===== config.mk =====
export PLATFORM = sky130hd
export DESIGN_NAME = dec_imm_stage
export DESIGN_NICKNAME = d
export VERILOG_FILES = /design/src/rtl/dec_pkg.sv /design/src/rtl/imm_classify.sv /design/src/rtl/dec_imm_stage.sv
export SDC_FILE = /design/constraint.sdc
export NUM_CORES = 1
export LEC_CHECK = 0
export ABC_AREA = 1
export ABC_CLOCK_PERIOD_IN_PS = 1950
export CAP_MARGIN = 25
export CORE_MARGIN = 4
export CORE_UTILIZATION = 25
export CTS_BUF_LIST = sky130_fd_sc_hd__clkbuf_16
export DETAILED_ROUTE_END_ITERATION = 6
export SLEW_MARGIN = 20
export SYNTH_ARGS = -nofsm -noshare
export SYNTH_HDL_FRONTEND = slang
export SYNTH_HIERARCHICAL = 1
export SYNTH_SLANG_ARGS = --single-unit

===== constraint.sdc =====
create_clock -name clk_i -period 1.95 [get_ports clk_i]
set_clock_uncertainty 0.1 [all_clocks]
set_input_delay 0.195 -clock clk_i [delete_from_list [all_inputs] [get_ports clk_i]]
set_output_delay 0.195 -clock clk_i [all_outputs]
set_load 0.01 [all_outputs]

===== src/rtl/dec_pkg.sv =====
// Shared types for the RV32I decode-stage immediate slice: format tags,
// base opcodes, the buffered beat record and the skid occupancy encoding.
package dec_pkg;

    localparam int XLEN = 32;

    typedef enum logic [2:0] {
        IMM_NONE = 3'd0,
        IMM_I    = 3'd1,
        IMM_S    = 3'd2,
        IMM_B    = 3'd3,
        IMM_U    = 3'd4,
        IMM_J    = 3'd5
    } imm_type_e;

    localparam logic [6:0] OPC_LUI      = 7'b0110111;
    localparam logic [6:0] OPC_AUIPC    = 7'b0010111;
    localparam logic [6:0] OPC_JAL      = 7'b1101111;
    localparam logic [6:0] OPC_JALR     = 7'b1100111;
    localparam logic [6:0] OPC_LOAD     = 7'b0000011;
    localparam logic [6:0] OPC_OP_IMM   = 7'b0010011;
    localparam logic [6:0] OPC_MISC_MEM = 7'b0001111;
    localparam logic [6:0] OPC_SYSTEM   = 7'b1110011;
    localparam logic [6:0] OPC_STORE    = 7'b0100011;
    localparam logic [6:0] OPC_BRANCH   = 7'b1100011;
    localparam logic [6:0] OPC_OP       = 7'b0110011;

    typedef struct packed {
        logic [31:0] inst;
        logic [31:0] pc;
        logic [31:0] imm;
        imm_type_e   imm_type;
        logic        illegal;
        logic [31:0] target;
    } dec_beat_t;

    typedef enum logic [1:0] {
        OCC_EMPTY = 2'd0,
        OCC_ONE   = 2'd1,
        OCC_TWO   = 2'd2
    } occ_e;

endpackage


===== src/rtl/imm_classify.sv =====
// Combinational opcode classifier: maps an instruction word to its immediate
// format, the sign-extended immediate and an illegal-opcode flag.
module imm_classify
    import dec_pkg::*;
(
    input  logic [31:0] inst_i,
    output logic [31:0] imm_o,
    output imm_type_e   imm_type_o,
    output logic        illegal_o
);

    // NOTE: every always_comb output gets a default first so no path can infer a latch.
    always_comb begin
        imm_type_o = IMM_NONE;
        illegal_o  = 1'b0;
        case (inst_i[6:0])
            OPC_LUI, OPC_AUIPC:                 imm_type_o = IMM_U;
            OPC_JAL:                            imm_type_o = IMM_J;
            OPC_JALR, OPC_LOAD, OPC_OP_IMM,
            OPC_MISC_MEM, OPC_SYSTEM:           imm_type_o = IMM_I;
            OPC_STORE:                          imm_type_o = IMM_S;
            OPC_BRANCH:                         imm_type_o = IMM_B;
            OPC_OP:                             imm_type_o = IMM_NONE;
            default:                            illegal_o  = 1'b1;
        endcase
    end

    always_comb begin
        imm_o = '0;
        case (imm_type_o)
            IMM_I: imm_o = {{20{inst_i[31]}}, inst_i[31:20]};
            IMM_S: imm_o = {{20{inst_i[31]}}, inst_i[31:25], inst_i[11:7]};
            IMM_B: imm_o = {{19{inst_i[31]}}, inst_i[31], inst_i[7],
                            inst_i[30:25], inst_i[11:8], 1'b0};
            IMM_U: imm_o = {inst_i[31:12], 12'b0};
            IMM_J: imm_o = {{11{inst_i[31]}}, inst_i[31], inst_i[19:12],
                            inst_i[20], inst_i[30:21], 1'b0};
            default: imm_o = '0;
        endcase
    end

endmodule


===== src/rtl/dec_imm_stage.sv =====
// Registered decode slice between fetch and execute: classifies the beat,
// computes pc + imm on the input side and buffers results in a 2-entry skid.
module dec_imm_stage
    import dec_pkg::*;
#(
    parameter int XLEN          = 32,
    parameter int ILLEGAL_CNT_W = 16
) (
    input  logic                     clk_i,
    input  logic                     rst_ni,
    input  logic                     flush_i,
    input  logic                     in_valid_i,
    output logic                     in_ready_o,
    input  logic [31:0]              inst_i,
    input  logic [XLEN-1:0]          pc_i,
    output logic                     out_valid_o,
    input  logic                     out_ready_i,
    output logic [31:0]              out_inst_o,
    output logic [XLEN-1:0]          out_pc_o,
    output logic [XLEN-1:0]          out_imm_o,
    output logic [2:0]               out_imm_type_o,
    output logic                     out_illegal_o,
    output logic [XLEN-1:0]          out_target_o,
    output logic [ILLEGAL_CNT_W-1:0] illegal_cnt_o
);

    logic [31:0] in_imm;
    imm_type_e   in_imm_type;
    logic        in_illegal;
    dec_beat_t   in_beat;

    occ_e                     occ_q, occ_d;
    dec_beat_t                main_q, main_d;
    dec_beat_t                skid_q, skid_d;
    logic                     ready_q, ready_d;
    logic [ILLEGAL_CNT_W-1:0] cnt_q, cnt_d;

    logic accept;
    logic emit;

    imm_classify u_imm_classify (
        .inst_i     (inst_i),
        .imm_o      (in_imm),
        .imm_type_o (in_imm_type),
        .illegal_o  (in_illegal)
    );

    always_comb begin
        in_beat          = '0;
        in_beat.inst     = inst_i;
        in_beat.pc       = pc_i;
        in_beat.imm      = in_imm;
        in_beat.imm_type = in_imm_type;
        in_beat.illegal  = in_illegal;
        in_beat.target   = pc_i + in_imm;
    end

    assign accept = in_valid_i && ready_q;
    assign emit   = (occ_q != OCC_EMPTY) && out_ready_i;

    always_comb begin
        occ_d  = occ_q;
        main_d = main_q;
        skid_d = skid_q;
        if (flush_i) begin
            occ_d = OCC_EMPTY;
        end else begin
            case (occ_q)
                OCC_EMPTY: begin
                    if (accept) begin
                        occ_d  = OCC_ONE;
                        main_d = in_beat;
                    end
                end
                OCC_ONE: begin
                    if (accept && emit) begin
                        main_d = in_beat;
                    end else if (accept) begin
                        occ_d  = OCC_TWO;
                        skid_d = in_beat;
                    end else if (emit) begin
                        occ_d = OCC_EMPTY;
                    end
                end
                OCC_TWO: begin
                    // ready is low here, so only a drain can happen
                    if (emit) begin
                        occ_d  = OCC_ONE;
                        main_d = skid_q;
                    end
                end
                default: occ_d = OCC_EMPTY;
            endcase
        end
    end

    always_comb begin
        ready_d = (occ_d != OCC_TWO);
        cnt_d   = cnt_q;
        if (emit && main_q.illegal && (cnt_q != '1)) begin
            cnt_d = cnt_q + ILLEGAL_CNT_W'(1);
        end
    end

    // NOTE: sequential state uses non-blocking assignments so every flop samples pre-edge values.
    // NOTE: both entries are reset: main drives the outputs, which must read zero in reset.
    always_ff @(posedge clk_i or negedge rst_ni) begin
        if (!rst_ni) begin
            occ_q   <= OCC_EMPTY;
            main_q  <= '0;
            skid_q  <= '0;
            ready_q <= 1'b0;
            cnt_q   <= '0;
        end else begin
            occ_q   <= occ_d;
            main_q  <= main_d;
            skid_q  <= skid_d;
            ready_q <= ready_d;
            cnt_q   <= cnt_d;
        end
    end

    assign in_ready_o     = ready_q;
    assign out_valid_o    = (occ_q != OCC_EMPTY);
    assign out_inst_o     = main_q.inst;
    assign out_pc_o       = main_q.pc;
    assign out_imm_o      = main_q.imm;
    assign out_imm_type_o = main_q.imm_type;
    assign out_illegal_o  = main_q.illegal;
    assign out_target_o   = main_q.target;
    assign illegal_cnt_o  = cnt_q;

endmodule

==> metrics.md, run 1 <==
| Metric | Value |
|---|---|
| Gate family responsible for the most delay along the worst path | `simple AND/OR/NAND/NOR gates` |
| Total power per unit cell area | `between 700 and 800 nW/um2` |
| Number of max-cap violations | `0` |
| Register bit total from synthesis | `283` |
| Port Buf Inserts | `218` |
| Main synth FF type | `dfrtp_1` |
| Setup violation total in the final timing report | `112` |
| Number of nets with antenna violations after routing | `0` |
| Number of hold violations in the final report | `0` |
| Setup TNS after final layout | `-9606 ps` |
| Post-detailed-placement half-perimeter wirelength | `~41000 um` |
| Startpoint type of the worst setup path | `primary input` |
| Root buffer selected by CTS | `clkbuf_16` |
| Count of warnings emitted by yosys | `6` |
| Critical path peak fanout | `6` |
| CP endpoint kind | `flip-flop` |
| Max_slew headroom | `0.7025` |
| Worst Setup Slack post-DPL | `-1469 ps` |
| Max incr delay on CP | `between 200 and 250 ps` |
| Placed instance area | `approximately 21000 um2` |
| Slowest CP cell | `ha_4` |
| Area of the mapped netlist | `15260 um2` |
| Setup repair after global routing missed its margin | `true` |
| Setup slack of the critical path after layout | `-217.2 ps` |
| Run status | `complete, but fails checks` |
| Starting utilization of the core area | `0.2528` |
| Crit path DAT | `2510 ps` |
| H-tree depth reported by CTS | `2` |
| Cell breakdown of the critical path | `buf_12 -> clkinv_8 -> nand2_8 -> nor2_4 -> nand2_2 -> nand3_4 -> buf_12 -> buf_8 -> nand2_4 -> nand2_4 -> ha_4 -> nand2_4 -> inv_2 -> a21oi_2 -> nand2_2 -> nand2_2 -> nand2_4 -> nand2_2 -> nand2_1 -> nand2_1 -> nand3_1 -> nand2_1 -> nand2_1` |
| Die X-Extent | `255.0 um` |
| Number of buffer and inverter instances along the worst setup path | `5` |
| GRT Total Usage | `0.1773` |
| Final nets | `2769` |
| Total congestion overflow | `0` |
| Syn_area_per_cell | `7.086 um2` |
| Remaining design rule violation count | `0` |
| Tcrit/Tclk final | `1.111` |
| Vias in the first global route | `15330` |
| Shortest clock period the worst path allows after layout | `2167 ps` |
| Average routed wire per standard cell | `18.05 um` |
| Cell area after layout | `26150 um2` |
| Standard-cell rows | `90` |
| Number of antenna violations at the first check in global routing | `0` |
| Layout overhead on the synthesized area | `71.40%` |
| Slew at the pin closest to its max-slew limit | `446.2 ps` |
| Worst min-delay path class | `in2async` |
| Req. time, crit path | `about 2300 ps` |
| Multi-input logic area | `about 10000 um2` |
| Iteration count of the initial detailed-routing pass | `5` |
| Post-synth EDFFs | `0` |
| TritonCTS clock tree | `done` |
| Worst-case vdd ir drop | `587.9 uV` |
| Post-Route WL | `62740 um` |
| Total via count after detailed routing | `16180` |
| Layout fillers | `5836` |
| Clock net sink count | `283` |
| RePlAce Congestion | `0.9096` |
| P_leak | `12.69 nW` |
| Placeable Area | `~60000 um2` |
| Violations in the final reports | `negative setup slack` |
| Detailed router's first-iteration violation count | `1277` |
| Layout cells sized above 1 | `0.3296` |
| Maximum number of pins on one net before global-route repair | `81` |
| Utilization of the core after routing | `0.4333` |
| Design Power | `0.02092 W` |
| Die outline height | `255.0 um` |
| Maximum clock frequency | `approximately 0.46 GHz` |
| Overall die area | `roughly 65000 um2` |
| Sequential cell area | `7083 um2` |
| Async set-reset flop share out of synthesis | `1.000` |
| Sequential cell area fraction in the yosys report | `0.4642` |
| Max-slew violation total from the final report | `0` |
| Setup CP Type | `in2reg` |
| CTS Buf Count | `36` |
| Unique masters post-synth | `32` |
| CTS Buffer Depth | `3` |
| Global-route wire length before repair | `approximately 90000 um` |
| I/O pin count | `219` |
| Syn_nets | `around 2300` |
| Source-to-sink clock delay at the later pin of the worst-skew pair | `550 ps` |
| Cell count after synthesis | `2153` |
| Vias per std cell | `4.655` |
| Diodes inserted | `0` |
| Clock-pin slew reported for the worst setup and hold paths after clock tree synthesis | `60 ps` |
cell usage in the layout, fill, tap and decap left out, drive strengths merged:
cell type      netlist  layout
clkdlybuf4s50        0     192
clkdlybuf4s15        0       2
nor4                 2       2
dlygate4sd2          0      15
o21a                 4       4
a21oi               33      33
bufinv               0       3
buf                 58     340
inv                169     176
nor2               241     241
o21bai               1       1
clkbuf              42      52
xor2                15      15
fa                   1       1
a211oi               2       2
nand4                5       5
o21ai               32      32
dlygate4sd3          0       8
nand3              109     109
and2                 4       4
ha                  32      32
nor3                13      13
dfrtp              283     283
a31oi              106     106
dlymetal6s2s         0       1
clkinv               0      21
xnor2               15      15
o211ai               4       4
a21o                 1       1
nand2              981     981
synthesized netlist by cell type, drive strengths merged, types with 2 or more instances:
library cell	n	area, um2
xor2	15	131.4
o21a	4	30.03
clkbuf	42	157.7
nor4	2	12.51
inv	169	634.4
o21ai	32	160.1
a211oi	2	20.02
a31oi	106	663.1
nand2	981	3690
dfrtp	283	7082
nand3	109	550.5
nand4	5	31.28
ha	32	400.4
nor3	13	70.07
nor2	241	929.6
buf	58	307.8
o211ai	4	30.03
xnor2	15	131.4
a21oi	33	165.2
and2	4	25.02
flip-flops by register name, indices dropped and copies added (netlist names):
name	count
skid_q	132
out_imm_o	32
out_inst_o	32
out_pc_o	32
out_target_o	32
illegal_cnt_o	16
out_imm_type_o	3
occ_q	2
in_ready_o	1
out_illegal_o	1
worst register-to-register path: stages (launching register included):
cell and delay (ps):
dfrtp_1 390, buf_6 130, buf_6 110, nand2_4 60, nor2_4 40, a211oi_4 190, nand3_4 150, buf_12 160
buf_16 150, clkinv_16 90, buf_6 110, clkbuf_16 150, nor2_1 40, a21oi_1 100
power breakdown:
group	total (W)	internal [W]	leakage (nW)	switching [W]
Combinational	0.00630	0.00323	8.65	0.00307
Clock	0.00658	0.00384	0.585	0.00274
Sequential	0.00804	0.00716	3.45	0.000882
layer usage:
metal  global-route usage  wire length, um
met1               0.2325            26430
met4              0.05487             1823
met2               0.3020            30790
met5                    0                0
met3              0.02886             3696
through the flow:
stage               hold slack, ps  cells
floorplan                   -200.6   2153
global placement             12.27   3293
detailed placement           12.44   3293
CTS                          23.58   3434
global route                 57.27   3476
finish                       37.26   3476
final cells by class:
cell class	instances	area share
Multi-Input combinational cell	1601	0.3766
Inverter	169	0.02698
Tap cell	782	0.03741
Sequential cell	283	0.2708
Timing Repair inverter	3	0.002919
Clock inverter	28	0.008086
Timing Repair Buffer	573	0.2417
Clock buffer	37	0.03541
final timing paths:
kind / cells past startpoint / startpoint / end / slack [ps]
worst min-delay path: 2 / rst_ni / out_inst_o[10] / 40
worst max register to register: 13 / occ_q[1] / out_target_o[5] / -120
max in group asynchronous: 3 / rst_ni / out_target_o[15] / 1040
min in group clk_i: 4 / inst_i[19] / skid_q[119] / 110
worst max-delay path: 23 / inst_i[4] / out_target_o[31] / -220
worst min register to register: 2 / skid_q[81] / skid_q[81] / 370
cell families after synthesis:
| family | Yosys count | share of synthesized area |
|---|---|---|
| AOI/OAI and AO/OA | 183 | 0.07102 |
| xor gates and xnor gates | 30 | 0.01722 |
| adders and majority gates | 33 | 0.02755 |
| and+or+nand+nor | 1355 | 0.3480 |
| DFF | 283 | 0.4642 |
| buffers and inverters | 269 | 0.07208 |
what timing repair did:
item / CTS / global route
endpoints found under the hold margin: 295 / 0
resized for setup: 456 / 317
setup endpoints to repair: 70 / 213
buffers inserted: 53 / 33
hold buffers: 8 / 0
gates cloned: 19 / 21
pin swaps: 121 / 83
No activity file was read; power rests on OpenSTA's default activity.
==> run 2: changes to the inputs <==
CORE_UTILIZATION = 55   (was 25)
PLACE_DENSITY = 0.8   (was not set)
==> run 2 against run 1 <==
- the flow still finishes with violations (negative setup slack)
- critical path depth is the same
- sequential power grew 0.5%
- hold slack gained 14 ps
- die area shrank 53%
- maximum frequency shrank 6.8%
- worst setup slack lost 160 ps
- global-route usage grew 19 points
- count of clock-buffer cells in the layout shrank 7
- core utilization grew 47 points
- clock power shrank 0.8%
- largest cell class unchanged
==> metrics.md, run 2 (same netlist as run 1, synthesis figures left out) <==
| Metric | Value |
|---|---|
| Cell count of the worst reg-to-reg path | `8 (-5)` |
| Startpoint type of the worst setup path | `primary input` |
| Cell area after layout | `24400 um2 (-6.7%)` |
| Setup CP Type | `in2reg` |
| Crit path DAT | `2680 ps (+170 ps)` |
| Remaining design rule violation count | `0 (unchanged)` |
| CTS Buf Count | `30 (-17%)` |
| Register bank with the most flops | `skid_q` |
| H-tree depth reported by CTS | `1 (-1)` |
| Hold wc startpoint | `inst_i[31]` |
| Layout overhead on the synthesized area | `59.90%` |
| Starting utilization of the core area | `0.5630 (+0.3102)` |
| Slew at the pin closest to its max-slew limit | `636.2 ps (+190.0 ps)` |
| Internal power of the cells | `0.01396 W (-1.8%)` |
| Iteration count of the initial detailed-routing pass | `7 (+2)` |
| Clock net sink count | `283 (unchanged)` |
| Setup slack of the critical path after layout | `-374.3 ps (-157.1 ps)` |
| Placed instance area | `19860 um2 (-3.8%)` |
| Combinational cell fraction of total power | `0.287 (-0.014)` |
| Number of antenna violations at the first check in global routing | `1 (+1)` |
| Violations in the final reports | `negative setup slack` |
| Post-detailed-placement half-perimeter wirelength | `36450 um (-10%)` |
| Proportion of power drawn by the clock network | `0.319 (+0.004)` |
| Total power per unit cell area | `838.9 nW/um2 (+4.9%)` |
| Most used cells in the layout excluding fill and tap cells | `nand2_1, dfrtp_1, buf_4` |
| Number of nets with antenna violations after routing | `0 (unchanged)` |
| Tcrit/Tclk final | `1.192 (+0.08057)` |
| Die X-Extent | `174.6 um (-32%)` |
| Most frequent standard cell in the layout excluding fill and tap cells | `nand2_1` |
| Switching fraction of total power | `0.3177 (-0.002100)` |
| Maximum clock frequency | `0.4302 GHz (-6.8%)` |
| TritonCTS clock tree | `done` |
| Root buffer selected by CTS | `clkbuf_16` |
| Shortest clock period the worst path allows after layout | `2324 ps (+157.1 ps)` |
| Cell count of the worst hold path | `4` |
| Source-to-sink clock delay at the later pin of the worst-skew pair | `570 ps (+20 ps)` |
| Detailed route wirelength on metal3 | `6580 um (+78%)` |
| Setup violation total in the final timing report | `55 (-51%)` |
| I/O pin count | `219 (unchanged)` |
| Multi-input logic area | `9726 um2 (-1.3%)` |
| Max-slew violation total from the final report | `0 (unchanged)` |
| Run status | `complete, but fails checks` |
| Final nets | `2720 (-1.8%)` |
| GRT Total Usage | `0.3681 (+0.1908)` |
| Source of the worst register-to-register timing path | `occ_q[1]` |
| CTS Buffer Depth | `3 (unchanged)` |
| Vias per std cell | `5.970 (+28%)` |
| Total via count after detailed routing | `18000 (+11%)` |
| Port Buf Inserts | `218 (unchanged)` |
| Worst min-delay path class | `in2reg` |
| Critical path peak fanout | `6 (unchanged)` |
| Post-Route WL | `64480 um (+2.8%)` |
| Uppermost routed layer | `met4` |
| Largest register FFs | `132 (unchanged)` |
| Critical path origin | `inst_i[4]` |
| Placeable Area | `27100 um2 (-55%)` |
| Number of max-cap violations | `0 (unchanged)` |
| Overall die area | `30470 um2 (-53%)` |
| Sequential cell area | `7086 um2 (about the same)` |
| Die outline height | `174.6 um (-32%)` |
| P_leak | `12.26 nW (-3.3%)` |
| Design Power | `0.02047 W (-2.1%)` |
| Max_slew headroom | `0.5758 (-0.1267)` |
| Standard-cell rows | `60 (-33%)` |
| Clock-pin slew reported for the worst setup and hold paths after clock tree synthesis | `60 ps (about the same)` |
| RePlAce Congestion | `1.035 (+14%)` |
| Detailed router's first-iteration violation count | `2408 (+89%)` |
| Average routed wire per standard cell | `21.39 um (+18%)` |
| Global-route wire length before repair | `91640 um (+1.5%)` |
| Met2 wire length | `30310 um (-1.6%)` |
| Req. time, crit path | `2300 ps (about the same)` |
| Flop pwr share | `0.395 (+0.011)` |
| CP endpoint kind | `flip-flop` |
| Layout cells sized above 1 | `0.3134 (-0.01622)` |
| Worst-case vdd ir drop | `840.1 uV (+43%)` |
| Maximum number of pins on one net before global-route repair | `65 (-20%)` |
| Total net switching power | `0.006502 W (-2.8%)` |
| Setup repair after global routing missed its margin | `true` |
| Layout fillers | `1183 (-80%)` |
| Vias in the first global route | `17170 (+12%)` |
| Total congestion overflow | `0 (unchanged)` |
| Number of hold violations in the final report | `0 (unchanged)` |
| Metal-1 WL | `22980 um (-13%)` |
-- run 2: cell types whose count changed in the layout (fill, tap and decap cells not counted), sizes merged, moves of 2 or more --
cell,change
clkdlybuf4s50,+5
clkbuf,-18
inv,-5
clkinvlp,+4
dlymetal6s2s,+5
clkinv,-10
buf,-29
bufinv,+6
clkdlybuf4s15,-2
dlygate4sd2,-9
-- run 2: timing repair --
item,4_1_cts,5_1_grt
gates resized for setup,433,258
endpoints found under the setup margin,69,223
pin swaps,131,176
hold buffers,8,0
setup buffers,47,34
hold endpoints to repair,294,0
cloned,9,4
-- run 2: power by group through the flow --
stage	Sequential, W	Combinational [W]	Clock (W)
after detailed placement	0.00803	0.00493	0
after global placement	0.00799	0.00478	0
after CTS	0.00797	0.00536	0.00649
final	0.00808	0.00587	0.00653
after global routing	0.00818	0.00625	0.00679
after floorplan	0.00818	0.00188	0
-- run 2: path summary, 6_finish.rpt --
path / slack [ps] / to
worst max-delay path: -370 / out_target_o[28]
worst min-delay path: 50 / skid_q[131]
worst max register to register: 0 / out_inst_o[1]
worst min register to register: 370 / skid_q[129]
max in group asynchronous: 1010 / skid_q[129]
min in group asynchronous: 70 / out_inst_o[18]
-- run 2: per-layer routing --
| layer | up-vias | track usage |
|---|---|---|
| met3 | 404 | 0.05198 |
| li1 | 7701 | - |
| met1 | 8530 | 0.4823 |
| met2 | 1366 | 0.6207 |
| met5 | - | 0 |
| met4 | 0 | 0.1480 |
-- run 2: cell type report --
| cell class | count | area share |
|---|---|---|
| well taps | 372 | 0.01908 |
| clock buffers | 30 | 0.03077 |
| repair buffers | 532 | 0.2175 |
| multi-input cells | 1602 | 0.3987 |
| clock inverters | 26 | 0.01503 |
| diodes | 1 | 0.0001026 |
| inverters | 169 | 0.02841 |
| flip-flops and latches | 283 | 0.2904 |
-- run 2: worst max-delay path, cell delays in order --
cell and delay, ps:
buf_12 120, inv_6 60, nand2_4 50, nor2_4 150, buf_6 180, buf_12 130
nand2_4 80, nor2_1 180, nor2_2 60, nand2_2 110, ha_4 240, nand2_4 110
inv_4 50, nand2_1 90, nand2_2 100, inv_2 90, nand3_4 150, nand2_4 130
nand2_2 60, nand2_2 90, nand3_2 70, nand2_1 100, nand2_1 60
-- run 2: metrics by stage --
stage	instances	utilization	hold WS, ps	setup slack [ps]	setup TNS (ps)
6_report	3015	0.9002	51.72	-374.3	-12500
5_1_grt	3015	0.9002	67.41	-458.7	-15740
4_1_cts	2981	0.8538	24.42	-181.9	-4669
3_5_place_dp	2868	0.7329	66.29	-1529	-104410
3_3_place_gp	2868	0.7329	61.94	-1454	-90580
2_1_floorplan	2153	-	-200.6	-390.8	-10240
